### src/rtl/servis_uart_pkg.sv
// Shared types and constants for the servis UART receiver.
// The PARITY state is always encoded; it is only entered when SERVIS_UART_RX_PARITY_EN is defined.
package servis_uart_pkg;

    localparam int DATA_BITS = 8;

    typedef enum logic [2:0] {
        IDLE,
        START,
        DATA,
        PARITY,
        STOP,
        BREAK
    } rx_state_t;

    // Width helper that never returns zero, so one-entry ranges still get a real bit.
    function automatic int clog2_min1(input int value);
        return (value <= 2) ? 1 : $clog2(value);
    endfunction

endpackage

### src/rtl/servis_rx_fifo.sv
// First-word-fall-through receive FIFO with occupancy-count full/empty.
// A push into a full FIFO is still accepted when a pop happens in the same cycle.
module servis_rx_fifo
    import servis_uart_pkg::*;
#(
    parameter int WIDTH = 8,
    parameter int DEPTH = 4
) (
    input  logic             clk,
    input  logic             rst,
    input  logic             i_push,
    input  logic [WIDTH-1:0] i_data,
    input  logic             i_ready,
    output logic [WIDTH-1:0] o_data,
    output logic             o_valid,
    output logic             o_drop
);

    localparam int AW = clog2_min1(DEPTH);
    localparam int CW = $clog2(DEPTH + 1);

    logic [WIDTH-1:0] r_mem [DEPTH];
    logic [AW-1:0]    r_wr_ptr;
    logic [AW-1:0]    r_rd_ptr;
    logic [CW-1:0]    r_count;

    logic w_full;
    logic w_empty;
    logic w_pop;
    logic w_push_ok;

    assign w_full    = (r_count == CW'(DEPTH));
    assign w_empty   = (r_count == '0);
    assign w_pop     = !w_empty && i_ready;
    assign w_push_ok = i_push && (!w_full || w_pop);

    assign o_valid = !w_empty;
    assign o_data  = r_mem[r_rd_ptr];
    assign o_drop  = i_push && !w_push_ok;

    always_ff @(posedge clk or posedge rst) begin
        if (rst) begin
            for (int i = 0; i < DEPTH; i++) begin
                r_mem[i] <= '0;
            end
            r_wr_ptr <= '0;
            r_rd_ptr <= '0;
            r_count  <= '0;
        end else begin
            if (w_push_ok) begin
                r_mem[r_wr_ptr] <= i_data;
                r_wr_ptr        <= r_wr_ptr + 1'b1;
            end
            if (w_pop) begin
                r_rd_ptr <= r_rd_ptr + 1'b1;
            end
            case ({w_push_ok, w_pop})
                2'b10:   r_count <= r_count + 1'b1;
                2'b01:   r_count <= r_count - 1'b1;
                default: r_count <= r_count;
            endcase
        end
    end

endmodule

### src/rtl/servis_uart_rx.sv
// 8N1 UART receiver feeding a small FWFT FIFO with framing/overrun pulses.
// Define SERVIS_UART_RX_PARITY_EN for 8E1 frames and the o_parity_err output.
module servis_uart_rx
    import servis_uart_pkg::*;
#(
    parameter int CLKS_PER_BIT = 278,
    parameter int FIFO_DEPTH   = 4
) (
    input  logic                 wb_clk,
    input  logic                 wb_rst,
    input  logic                 i_rx,
    output logic [DATA_BITS-1:0] o_data,
    output logic                 o_valid,
    input  logic                 i_ready,
    output logic                 o_frame_err,
    output logic                 o_overrun
`ifdef SERVIS_UART_RX_PARITY_EN
    ,
    output logic                 o_parity_err
`endif
);

    localparam int CW = clog2_min1(CLKS_PER_BIT);
    localparam int IW = clog2_min1(DATA_BITS);
    localparam logic [CW-1:0] HALF_BIT = CW'(CLKS_PER_BIT / 2 - 1);
    localparam logic [CW-1:0] FULL_BIT = CW'(CLKS_PER_BIT - 1);

    logic                 r_sync1;
    logic                 r_sync2;
    logic                 w_rx_s;
    rx_state_t            r_state;
    rx_state_t            w_state_nx;
    logic [CW-1:0]        r_cnt;
    logic [CW-1:0]        w_cnt_nx;
    logic [IW-1:0]        r_idx;
    logic [IW-1:0]        w_idx_nx;
    logic [DATA_BITS-1:0] r_shift;
    logic [DATA_BITS-1:0] w_shift_nx;
    logic                 w_expire;
    logic                 w_push;
    logic                 w_drop;
    logic                 w_frame_err_nx;
    logic                 r_frame_err;
    logic                 r_overrun;
`ifdef SERVIS_UART_RX_PARITY_EN
    logic                 r_par;
    logic                 w_par_nx;
    logic                 w_parity_err_nx;
    logic                 r_parity_err;
`endif

    assign w_rx_s   = r_sync2;
    assign w_expire = (r_cnt == '0);

    // Synchroniser presets to 1 so a reset never looks like a start bit.
    always_ff @(posedge wb_clk or posedge wb_rst) begin
        if (wb_rst) begin
            r_sync1 <= 1'b1;
            r_sync2 <= 1'b1;
        end else begin
            r_sync1 <= i_rx;
            r_sync2 <= r_sync1;
        end
    end

    always_ff @(posedge wb_clk or posedge wb_rst) begin
        if (wb_rst) begin
            r_state     <= IDLE;
            r_cnt       <= '0;
            r_idx       <= '0;
            r_shift     <= '0;
            r_frame_err <= 1'b0;
            r_overrun   <= 1'b0;
        end else begin
            r_state     <= w_state_nx;
            r_cnt       <= w_cnt_nx;
            r_idx       <= w_idx_nx;
            r_shift     <= w_shift_nx;
            r_frame_err <= w_frame_err_nx;
            r_overrun   <= w_drop;
        end
    end

`ifdef SERVIS_UART_RX_PARITY_EN
    always_ff @(posedge wb_clk or posedge wb_rst) begin
        if (wb_rst) begin
            r_par        <= 1'b0;
            r_parity_err <= 1'b0;
        end else begin
            r_par        <= w_par_nx;
            r_parity_err <= w_parity_err_nx;
        end
    end
    assign o_parity_err = r_parity_err;
`endif

    always_comb begin
        w_state_nx     = r_state;
        w_cnt_nx       = w_expire ? r_cnt : r_cnt - 1'b1;
        w_idx_nx       = r_idx;
        w_shift_nx     = r_shift;
        w_push         = 1'b0;
        w_frame_err_nx = 1'b0;
`ifdef SERVIS_UART_RX_PARITY_EN
        w_par_nx        = r_par;
        w_parity_err_nx = 1'b0;
`endif
        case (r_state)
            IDLE: begin
                if (!w_rx_s) begin
                    w_state_nx = START;
                    w_cnt_nx   = HALF_BIT;
                end
            end
            START: begin
                if (w_expire) begin
                    if (w_rx_s) begin
                        w_state_nx = IDLE;
                    end else begin
                        w_state_nx = DATA;
                        w_idx_nx   = '0;
                        w_cnt_nx   = FULL_BIT;
                    end
                end
            end
            DATA: begin
                if (w_expire) begin
                    w_shift_nx = {w_rx_s, r_shift[DATA_BITS-1:1]};
                    w_cnt_nx   = FULL_BIT;
                    w_idx_nx   = r_idx + 1'b1;
                    if (r_idx == IW'(DATA_BITS - 1)) begin
`ifdef SERVIS_UART_RX_PARITY_EN
                        w_state_nx = PARITY;
`else
                        w_state_nx = STOP;
`endif
                    end
                end
            end
`ifdef SERVIS_UART_RX_PARITY_EN
            PARITY: begin
                if (w_expire) begin
                    w_par_nx   = w_rx_s;
                    w_cnt_nx   = FULL_BIT;
                    w_state_nx = STOP;
                end
            end
`endif
            STOP: begin
                if (w_expire) begin
                    if (w_rx_s) begin
                        w_state_nx = IDLE;
`ifdef SERVIS_UART_RX_PARITY_EN
                        if (^{r_shift, r_par}) begin
                            w_parity_err_nx = 1'b1;
                        end else begin
                            w_push = 1'b1;
                        end
`else
                        w_push = 1'b1;
`endif
                    end else begin
                        // A low stop bit wins over any parity problem on the same frame.
                        w_frame_err_nx = 1'b1;
                        w_state_nx     = BREAK;
                    end
                end
            end
            BREAK: begin
                if (w_rx_s) begin
                    w_state_nx = IDLE;
                end
            end
            default: begin
                w_state_nx = IDLE;
            end
        endcase
    end

    servis_rx_fifo #(
        .WIDTH (DATA_BITS),
        .DEPTH (FIFO_DEPTH)
    ) u_fifo (
        .clk     (wb_clk),
        .rst     (wb_rst),
        .i_push  (w_push),
        .i_data  (r_shift),
        .i_ready (i_ready),
        .o_data  (o_data),
        .o_valid (o_valid),
        .o_drop  (w_drop)
    );

    assign o_frame_err = r_frame_err;
    assign o_overrun   = r_overrun;

endmodule

### config.mk
export PLATFORM = sky130hd
export DESIGN_NAME = servis_uart_rx
export DESIGN_NICKNAME = d
export VERILOG_FILES = /design/src/rtl/servis_uart_pkg.sv /design/src/rtl/servis_rx_fifo.sv /design/src/rtl/servis_uart_rx.sv
export SDC_FILE = /design/constraint.sdc
export NUM_CORES = 1
export LEC_CHECK = 0
export CORE_UTILIZATION = 58
export CTS_CLUSTER_DIAMETER = 150
export DETAILED_ROUTE_END_ITERATION = 6
export PLACE_DENSITY = 0.79
export SYNTH_ARGS = -nofsm -noshare
export SYNTH_HDL_FRONTEND = slang
export SYNTH_HIERARCHICAL = 1
export SYNTH_SLANG_ARGS = --single-unit
### constraint.sdc
create_clock -name wb_clk -period 4.7 [get_ports wb_clk]
set_clock_uncertainty 0.1 [all_clocks]
set_input_delay 1.175 -clock wb_clk [delete_from_list [all_inputs] [get_ports wb_clk]]
set_output_delay 1.175 -clock wb_clk [all_outputs]
set_load 0.03 [all_outputs]
==> summary.txt, run 1 <==
LAYOUT
-------------------------------------------------------------------------------------------------
Post-layout util                                                                            69.7%
Area of combinational cells with multiple inputs                                         1430 um2
Area taken by flip-flops and latches                                                     1650 um2
Count of inserted antenna diode cells                                                           0
Number of filler cells placed in the layout                                                   363
Final net count                                                                               276
Fraction of layout instances using a drive strength above 1                                 32.0%
Syn-to-layout area delta                                                                    14.0%

PLACED DESIGN
-------------------------------------------------------------------------------------------------
Final estimated routing congestion in global placement                                      0.824
Count of buffers from port buffering                                                           14
Detailed Place HPWL                                                                       3690 um

SYNTHESIS
-------------------------------------------------------------------------------------------------
Synthesized net count                                                                         257
Syn Inst Count                                                                                242
Fraction of synthesized cell area taken by the top area cell type                           50.6%
Yosys Warn Count                                                                                6
Top cells by instance count after synthesis                                          64 x sky130_fd_sc_hd__dfrtp_1, 41 x sky130_fd_sc_hd__mux2_2, 11 x sky130_fd_sc_hd__nand2_1
Area contributors post-synth                                                         sky130_fd_sc_hd__dfrtp_1 51%, sky130_fd_sc_hd__mux2_2 15%, sky130_fd_sc_hd__mux4_2 5.7%, sky130_fd_sc_hd__ha_1 4.0%, sky130_fd_sc_hd__xnor2_1 1.9%
Post-synthesis sequential area ratio                                                        52.3%
Cell Area, Synth                                                                         3170 um2
Biggest area consumer among synthesized cells                                        sky130_fd_sc_hd__dfrtp_1
Number of distinct library cell variants in the gate-level netlist after synthesis             49
Prevailing post-synth register cell                                                  sky130_fd_sc_hd__dfrtp_1
Flip-flop and latch count after synthesis                                                      66
Average footprint of a synthesized cell                                                  13.1 um2
Most numerous cell in the Yosys netlist                                              sky130_fd_sc_hd__dfrtp_1
Async set-or-reset flop fraction in the synthesized netlist                                  100%
Number of flops mapped to enable cells by yosys                                                 0

TIMING
-------------------------------------------------------------------------------------------------
Max-Slew Margin vs Limit                                                                    30.7%
Final critical-path required period                                                       3570 ps
Total negative slack                                                                         0 ps
Achievable frequency                                                                    0.280 GHz
Hold WS                                                                                    258 ps
Number of endpoints with negative hold slack in the final report                                0
Finish-stage setup viols                                                                        0
Max-slew violation count                                                                        0
Measured slew at the worst slew-check pin                                                 1040 ps
Final critical-path share of the clock period                                               75.9%
Setup repair after global routing missed its margin                                            no

CLOCK NETWORK
-------------------------------------------------------------------------------------------------
Clock root buffer master                                                             sky130_fd_sc_hd__clkbuf_8
Max H-tree Level                                                                                3
Number of gates given a new drive strength after cts                                            0
Clock latency reported for the late side of the worst-skew pair                            340 ps
Cts bufs inserted                                                                               9
Clock edge transition at the registers on the reported setup and hold paths                 70 ps
TritonCTS clock tree                                                                        built
Sink Count                                                                                     66
Count of hold buffers inserted by post-cts repair                                               0
Maximum number of buffers from clock root to sink                                               2
Buffer count from post-CTS setup fixing                                                         0

DETAILED ROUTING
-------------------------------------------------------------------------------------------------
DRC errors left                                                                                 0
Total number of vias                                                                        1,979
Drt first-iter violations                                                                     128
Via-per-instance ratio                                                                       5.89
Final wirelength                                                                          5680 um
Length of the first detailed-routing pass in iterations                                         4
Routed WL per cell                                                                        16.9 um
Final ANT Viol Nets                                                                             0

CRITICAL PATH
-------------------------------------------------------------------------------------------------
Critical Path Slowest Stage Cell                                                     sky130_fd_sc_hd__dfrtp_1
Slowest cell delay on critical path                                                        750 ps
Critical path, cell by cell                                                          mux4_2, clkdlybuf4s50_1
Endpoint class of the critical path                                                  primary output
Worst setup SP type                                                                          flop
Crit path DAT                                                                             2290 ps
Critical Path RT                                                                          3420 ps
CP Max Fanout                                                                                  10
Critical path type                                                                     reg -> out

DIE
-------------------------------------------------------------------------------------------------
Floorplan die height                                                                      75.9 um
Number of ports placed on the die boundary                                                     15
Num rows                                                                                       26
Floorplan Core Area                                                                      5170 um2
Die extent in x                                                                           75.9 um
Area of the die                                                                          5760 um2
Starting density of the core                                                                61.2%

GLOBAL ROUTING
-------------------------------------------------------------------------------------------------
Tot GR Track Use                                                                            22.9%
Met1 usage                                                                                  33.9%
Number of global-route vias before repair                                                   1,886
Global Route met2 Usage                                                                     32.5%
Global-route wire length before repair                                                    9310 um
Met3 usage in global routing                                                                4.89%
Pin count of the biggest net entering global routing                                           40
Total global routing overflow                                                                   0
Number of antenna violations at the first check in global routing                               0
Layer carrying the most global-route usage                                                   met1

PWR
-------------------------------------------------------------------------------------------------
VDD IR-drop max                                                                            285 uV
Leak pwr                                                                                  1.64 nW
Power density of the placed cells                                                      369 nW/um2

OUTCOME
-------------------------------------------------------------------------------------------------
Status                                                                               complete, no violations

FLOW RUN
-------------------------------------------------------------------------------------------------
Max-cap check violation count                                                                   0

HOLD PATH
-------------------------------------------------------------------------------------------------
HP Class                                                                               reg -> reg

[cell type report]
cell class | instances | area share, %
sequential | 66 | 45.9
multi-input combinational | 156 | 39.8
timing repair buffer | 17 | 4.51
inverter | 11 | 1.14
clock buffer | 10 | 3.82
tap | 70 | 2.43
clock inverter | 6 | 2.50
[worst max-delay path: cells and delay by family (launching register included)]
family                 cells  cell delay, ps
flip-flops                 1             750
buffers and inverters      1             610
multiplexers               1             590
[report_power, final]
group          internal (W)  switching (W)  leakage, nW
Clock              0.000314       0.000223        0.112
Combinational     0.0000762      0.0000574        0.651
Sequential         0.000592      0.0000681        0.879
Total              0.000982       0.000348         1.64
[flip-flops by register name (all words and copies together) (netlist names), 2 cells and up]
signal and count:
r_shift 8, u_fifo/r_rd_ptr 2, r_cnt 9, u_fifo/r_mem 32, r_state 3, u_fifo/r_count 3, r_idx 3, u_fifo/r_wr_ptr 2
[stage by stage]
step	worst slack, ps	instance area, um2	total power, W	cells
floorplan	1770	3170	0.000766	242
global placement	1270	3380	0.000798	320
detailed placement	1200	3380	0.000806	320
CTS	1100	3610	0.00134	336
global route	989	3610	0.00138	336
finish	1130	3610	0.00133	336
[cell families after synthesis]
| group | after synthesis | share of synthesized area (%) |
|---|---|---|
| buffers and inverters | 20 | 2.45 |
| muxes | 52 | 21.2 |
| adders and majority gates | 11 | 4.59 |
| AOI/OAI and AO/OA | 27 | 5.61 |
| and+or+nand+nor | 56 | 11.1 |
| DFF | 66 | 52.3 |
| xor gates and xnor gates | 10 | 2.77 |
[metal layers]
layer	vias up	routed length, um
li1	916	-
met1	1020	2790
met2	32	2610
met3	11	163
met4	0	116
met5	-	0
[cells in the final DEF (no fill, tap or decap), types with 7 or more instances in the layout]
master and n:
sky130_fd_sc_hd__clkbuf_8 10, sky130_fd_sc_hd__clkdlybuf4s50_1 14, sky130_fd_sc_hd__dfrtp_1 64, sky130_fd_sc_hd__ha_1 10, sky130_fd_sc_hd__inv_1 10, sky130_fd_sc_hd__mux2_2 41
sky130_fd_sc_hd__mux4_2 8, sky130_fd_sc_hd__nand2_1 11, sky130_fd_sc_hd__nor2_1 10, sky130_fd_sc_hd__o21ai_0 9, sky130_fd_sc_hd__xnor2_1 7
[worst paths after layout]
check / end / cells past startpoint / slack (ps) / startpoint
max: o_data[3] / 2 / 1130 / u_fifo/r_rd_ptr[0]
min: r_sync2 / 0 / 260 / r_sync1
max in group asynchronous: r_cnt[6] / 2 / 2550 / wb_rst
max reg2reg: u_fifo/r_count[2] / 14 / 1240 / r_cnt[0]
min reg2reg: r_sync2 / 0 / 260 / r_sync1
min in group asynchronous: u_fifo/r_mem[10] / 3 / 1170 / wb_rst
No activity file was read; power rests on OpenSTA's default activity.
==> inputs of run 2 (changes only) <==
clock period = 3.7 ns   (was 4.7 ns; I/O delays follow)
==> run 2 against run 1 <==
First-iteration DRC count fell by 35%. Core utilization rose by 0.22 points. Clock-buffer cell count is the same. Clock power rose by 24%. Via count rose by 1.2%. Largest cell class unchanged. Critical endpoint unchanged.
==> summary.txt, run 2 (synthesis results as in run 1) <==
CLOCK NETWORK
------------------------------------------------------------------------------------------
Max H-tree Level                                                                         3   unchanged
Buffer count from post-CTS setup fixing                                                  0   unchanged
TritonCTS clock tree                                                                 built
Maximum number of buffers from clock root to sink                                        2   unchanged
Cts bufs inserted                                                                        9   unchanged
Number of gates given a new drive strength after cts                                     0   unchanged
Sink Count                                                                              66   unchanged
Count of hold buffers inserted by post-cts repair                                        0   unchanged
Clock edge transition at the registers on the reported setup and hold paths          70 ps   about the same
Clock latency reported for the late side of the worst-skew pair                     340 ps   about the same
Clock root buffer master                                                      sky130_fd_sc_hd__clkbuf_8

TIMING
------------------------------------------------------------------------------------------
Achievable frequency                                                             0.306 GHz
Number of endpoints with negative hold slack in the final report                         0   unchanged
Measured slew at the worst slew-check pin                                           591 ps   -447 ps
Final critical-path share of the clock period                                        88.4%
Final critical-path required period                                                3270 ps
Minimum setup slack in the final design                                             428 ps   -704 ps
Total negative slack                                                                  0 ps   unchanged
Max-Slew Margin vs Limit                                                             59.6%   +29 points
Max-slew violation count                                                                 0   unchanged
Setup repair after global routing missed its margin                                     no
Finish-stage setup viols                                                                 0   unchanged

GLOBAL ROUTING
------------------------------------------------------------------------------------------
Met3 usage in global routing                                                         6.88%   +2.0 points
Met1 usage                                                                           33.5%   -0.33 points
Number of antenna violations at the first check in global routing                        0   unchanged
Layer carrying the most global-route usage                                            met2
Pin count of the biggest net entering global routing                                    40   unchanged
Global-route wire length before repair                                             9920 um   +6.6%
Global Route met2 Usage                                                              38.0%   +5.4 points
Tot GR Track Use                                                                     24.8%   +2.0 points
Total global routing overflow                                                            0   unchanged
Number of global-route vias before repair                                            1,996   +5.8%

LAYOUT
------------------------------------------------------------------------------------------
Most frequent cells in the layout                                             64 x sky130_fd_sc_hd__dfrtp_1, 41 x sky130_fd_sc_hd__mux2_2, 14 x sky130_fd_sc_hd__clkdlybuf4s50_1
Largest register FFs                                                                    32   unchanged
Fraction of layout instances using a drive strength above 1                          32.5%   +0.51 points
Count of inserted antenna diode cells                                                    0   unchanged
Register with the most flip-flops                                             u_fifo/r_mem
Registers with the most flip-flops                                            u_fifo/r_mem (32), r_cnt (9), r_shift (8)
Syn-to-layout area delta                                                             14.3%
Final net count                                                                        279   +1.1%
Post-layout util                                                                     70.0%   +0.22 points
Leading cell type in the layout, fill and taps excluded                       sky130_fd_sc_hd__dfrtp_1

CRITICAL PATH
------------------------------------------------------------------------------------------
CP Max Fanout                                                                           10   unchanged
Worst r2r path cells                                                                    14   unchanged
Critical path type                                                              reg -> out
Endpoint class of the critical path                                           primary output
Crit path DAT                                                                      2250 ps   -40 ps
Endpoint of the worst-slack reg-to-reg timing path                            u_fifo/r_count[2]
Setup slack of the most critical reg-to-reg path                                    580 ps   -660 ps
Worst setup SP type                                                                   flop
Reg2Reg Launch Point                                                              r_cnt[0]
Critical Path RT                                                                   2670 ps   -750 ps

DIE
------------------------------------------------------------------------------------------
Number of ports placed on the die boundary                                              15   unchanged
Area of the die                                                                   5760 um2   unchanged
Num rows                                                                                26   unchanged
Die extent in x                                                                    75.9 um   unchanged
Floorplan die height                                                               75.9 um   unchanged
Floorplan Core Area                                                               5170 um2   unchanged
Starting density of the core                                                         61.2%   unchanged

PLACED DESIGN
------------------------------------------------------------------------------------------
Count of buffers from port buffering                                                    14   unchanged
Detailed Place HPWL                                                                3960 um   +7.4%
Pre-CTS setup slack                                                                 482 ps   -719 ps
Final estimated routing congestion in global placement                               0.822   -0.29%

PWR
------------------------------------------------------------------------------------------
VDD IR-drop max                                                                     333 uV   +17%
Power density of the placed cells                                               465 nW/um2   +26%
Leak pwr                                                                           1.66 nW   +0.93%

OUTCOME
------------------------------------------------------------------------------------------
Status                                                                        complete, no violations

DETAILED ROUTING
------------------------------------------------------------------------------------------
Length of the first detailed-routing pass in iterations                                  5   +1
DRC errors left                                                                          0   unchanged
Final wirelength                                                                   6150 um   +8.2%
Final ANT Viol Nets                                                                      0   unchanged
Total number of vias                                                                 2,002   +1.2%
Drt first-iter violations                                                               83   -35%
Via-per-instance ratio                                                                5.92   +0.56%
Routed WL per cell                                                                 18.2 um   +7.6%

HOLD PATH
------------------------------------------------------------------------------------------
HP Class                                                                        reg -> reg
Worst hold path depth                                                                    0   unchanged
Endpoint of the worst hold path                                                    r_sync2
Startpoint of the most critical hold path                                          r_sync1

FLOW RUN
------------------------------------------------------------------------------------------
Max-cap check violation count                                                            0   unchanged

[run 2: final cells by class]
| type | instances | area (um2) |
|---|---|---|
| clock buffers | 10 | 138 |
| multi-input cells | 156 | 1430 |
| well taps | 70 | 87.6 |
| fillers | 369 | 1550 |
| clock inverters | 5 | 78.8 |
| repair buffers | 20 | 185 |
| inverters | 11 | 41.3 |
| flip-flops and latches | 66 | 1650 |
[run 2: worst max path at each step]
stage	start	to	slack (ps)	cells after the start
6_report	u_fifo/r_rd_ptr[0]	o_data[3]	430	2
5_1_grt	u_fifo/r_rd_ptr[0]	o_data[1]	280	2
4_1_cts	u_fifo/r_rd_ptr[0]	o_data[3]	360	2
3_5_place_dp	i_ready	u_fifo/r_count[2]	480	10
3_3_place_gp	i_ready	u_fifo/r_count[2]	620	10
2_1_floorplan	r_cnt[0]	u_fifo/r_count[2]	770	14
[run 2: routing by layer]
layer / routed length [um] / part of all wire (%)
met5: 0 / 0
met3: 204 / 3.3
met1: 2910 / 47
met2: 2920 / 47
met4: 113 / 1.8
[run 2: where the power goes]
part,internal [W],leakage (nW),total (W),switching [W]
Combinational,0.0000997,0.667,0.000175,0.0000754
Sequential,0.000752,0.879,0.000838,0.0000853
Clock,0.000393,0.112,0.000668,0.000275
Total,0.00124,1.66,0.00168,0.000436
[run 2: per-stage QoR]
stage          cells  power, W  cell area, um2  hold slack [ps]
6_report         338   0.00168            3620              257
5_1_grt          338   0.00175            3620              264
4_1_cts          338   0.00170            3620              258
3_5_place_dp     323   0.00103            3400              248
3_3_place_gp     323   0.00102            3400              247
2_1_floorplan    242  0.000973            3170              245
[run 2: critical path, cell delays in order, from the launching register on]
cell                              delay, ps
sky130_fd_sc_hd__dfrtp_1                720
sky130_fd_sc_hd__mux4_2                 570
sky130_fd_sc_hd__clkdlybuf4s50_1        610
==> inputs of run 3 (changes only) <==
PLACE_DENSITY = 0.77   (was 0.79)
==> run 3 against run 2 <==
Largest cell class unchanged. Critical path depth unchanged. Via count decreased by 3.6%. Maximum frequency decreased by 0.52%. Die area did not move. Critical endpoint is now o_data[7]. Core utilization down 0.24 points. Clock power shrank 11%. Largest power group unchanged. Clock-buffer cell count up 2. First-iteration DRC count is 6.0% higher. Non-clock buffer count grew 1. Cell area fell by 0.35%.
==> summary.txt, run 3 (synthesis results as in run 1) <==
OUTCOME
------------------------------------------------------------------------------------------
Status                                                                        complete, no violations

DIE
------------------------------------------------------------------------------------------
Floorplan Core Area                                                               5170 um2   unchanged
Number of ports placed on the die boundary                                              15   unchanged
Num rows                                                                                26   unchanged
Floorplan die height                                                               75.9 um   unchanged
Area of the die                                                                   5760 um2   unchanged
Starting density of the core                                                         61.2%   unchanged
Die extent in x                                                                    75.9 um   unchanged

CLOCK NETWORK
------------------------------------------------------------------------------------------
Max H-tree Level                                                                         3   unchanged
Number of gates given a new drive strength after cts                                     0   unchanged
Clock root buffer master                                                      sky130_fd_sc_hd__clkbuf_8
Clock latency reported for the late side of the worst-skew pair                     340 ps   about the same
Cts bufs inserted                                                                        9   unchanged
Clock edge transition at the registers on the reported setup and hold paths          70 ps   about the same
Buffer count from post-CTS setup fixing                                                  0   unchanged
Sink Count                                                                              66   unchanged
Count of hold buffers inserted by post-cts repair                                        0   unchanged
Maximum number of buffers from clock root to sink                                        2   unchanged
TritonCTS clock tree                                                                 built

LAYOUT
------------------------------------------------------------------------------------------
Registers with the most flip-flops                                            u_fifo/r_mem (32), r_cnt (9), r_shift (8)
Area of combinational cells with multiple inputs                                  1430 um2   unchanged
Number of filler cells placed in the layout                                            348   -5.7%
Area taken by flip-flops and latches                                              1650 um2   unchanged
Final non-filler cell total                                                            340   +0.59%
Register with the most flip-flops                                             u_fifo/r_mem
Count of inserted antenna diode cells                                                    0   unchanged
Final net count                                                                        280   +0.36%
Leading cell type in the layout, fill and taps excluded                       sky130_fd_sc_hd__dfrtp_1
Most frequent cells in the layout                                             64 x sky130_fd_sc_hd__dfrtp_1, 41 x sky130_fd_sc_hd__mux2_2, 14 x sky130_fd_sc_hd__clkdlybuf4s50_1
Fraction of layout instances using a drive strength above 1                          32.2%   -0.24 points
Syn-to-layout area delta                                                             13.9%
Largest register FFs                                                                    32   unchanged

TIMING
------------------------------------------------------------------------------------------
Final critical-path share of the clock period                                        88.9%   +0.46 points
Measured slew at the worst slew-check pin                                           840 ps   +249 ps
Number of endpoints with negative hold slack in the final report                         0   unchanged
Finish-stage setup viols                                                                 0   unchanged
Max-slew violation count                                                                 0   unchanged
Achievable frequency                                                             0.304 GHz   -0.52%
Max-Slew Margin vs Limit                                                             43.9%   -16 points
Total negative slack                                                                  0 ps   unchanged
Final critical-path required period                                                3290 ps   +17.2 ps
Setup repair after global routing missed its margin                                     no

GLOBAL ROUTING
------------------------------------------------------------------------------------------
Tot GR Track Use                                                                     23.0%   -1.8 points
Pin count of the biggest net entering global routing                                    28   -30%
Number of antenna violations at the first check in global routing                        0   unchanged
Number of global-route vias before repair                                            1,889   -5.4%
Total global routing overflow                                                            0   unchanged
Global-route wire length before repair                                             9370 um   -5.6%

HOLD PATH
------------------------------------------------------------------------------------------
Startpoint of the most critical hold path                                          r_sync1
Worst hold path depth                                                                    0   unchanged
HP Class                                                                        reg -> reg

CRITICAL PATH
------------------------------------------------------------------------------------------
Capturing element of the worst setup path                                        o_data[7]
Critical path type                                                              reg -> out
CP startpoint                                                                 u_fifo/r_rd_ptr[0]
Worst r2r path cells                                                                    14   unchanged
Setup slack of the most critical reg-to-reg path                                    570 ps   about the same
Endpoint class of the critical path                                           primary output
Crit path DAT                                                                      2260 ps   about the same
Reg2Reg Launch Point                                                              r_cnt[0]
Critical path, cell by cell                                                   mux4_2, clkdlybuf4s50_1
Endpoint of the worst-slack reg-to-reg timing path                            u_fifo/r_count[2]
Slowest cell delay on critical path                                                 730 ps   about the same
Critical Path RT                                                                   2670 ps   about the same
Critical Path Slowest Stage Cell                                              sky130_fd_sc_hd__dfrtp_1
CP Max Fanout                                                                           10   unchanged
Worst setup SP type                                                                   flop

DETAILED ROUTING
------------------------------------------------------------------------------------------
Via-per-instance ratio                                                                5.68   -4.2%
Drt first-iter violations                                                               88   +6.0%
Total number of vias                                                                 1,930   -3.6%
Length of the first detailed-routing pass in iterations                                  4   -1
DRC errors left                                                                          0   unchanged
Routed WL per cell                                                                 16.7 um   -8.4%
Final wirelength                                                                   5670 um   -7.9%
Final ANT Viol Nets                                                                      0   unchanged

PLACED DESIGN
------------------------------------------------------------------------------------------
Detailed Place HPWL                                                                3730 um   -5.8%
Final estimated routing congestion in global placement                               0.828   +0.69%
Count of buffers from port buffering                                                    14   unchanged
Inst Count DP                                                                          324   +0.31%

PWR
------------------------------------------------------------------------------------------
Leak pwr                                                                           1.65 nW   -0.65%
VDD IR-drop max                                                                     356 uV   +6.8%
Power density of the placed cells                                               445 nW/um2   -4.1%

FLOW RUN
------------------------------------------------------------------------------------------
Max-cap check violation count                                                            0   unchanged

## run 3: how the worst min path moves through the flow
stage,end
CTS,r_sync2
finish,r_sync2
detailed placement,r_sync2
global route,r_sync2
global placement,r_sync2
floorplan,r_sync2
## run 3: through the flow
stage	power [W]	worst slack [ps]	cell area, um2	util (%)	hold slack [ps]
finish	0.00161	411	3610	69.7	256
global route	0.00168	250	3610	69.7	263
CTS	0.00163	361	3610	69.7	258
detailed placement	0.00103	530	3410	65.9	247
global placement	0.00102	615	3410	65.9	247
floorplan	0.000973	769	3170	-	245
## run 3: final cells by class
class	count	area share (%)
Clock buffer	12	4.02
Clock inverter	4	1.42
Inverter	11	1.15
Multi-Input combinational cell	156	39.8
Sequential cell	66	45.9
Tap cell	70	2.43
Timing Repair Buffer	21	5.34
## run 3: routing by layer
layer	global-route usage (%)	part of all wire (%)	vias to the layer above
met5	0	0	-
met4	7.82	1.1	0
met3	8.07	3.5	7
met2	32.1	48	36
met1	33.6	48	967
li1	-	-	920
## run 3: worst max-delay path: cells and delay by family (launching register included)
kind | cells | cell delay (ps)
buffers and inverters | 1 | 600
multiplexers | 1 | 590
flip-flops | 1 | 730
## run 3: where the power goes
group          switching (W)  internal, W
Clock               0.000264     0.000330
Combinational      0.0000751     0.000101
Sequential         0.0000832     0.000753
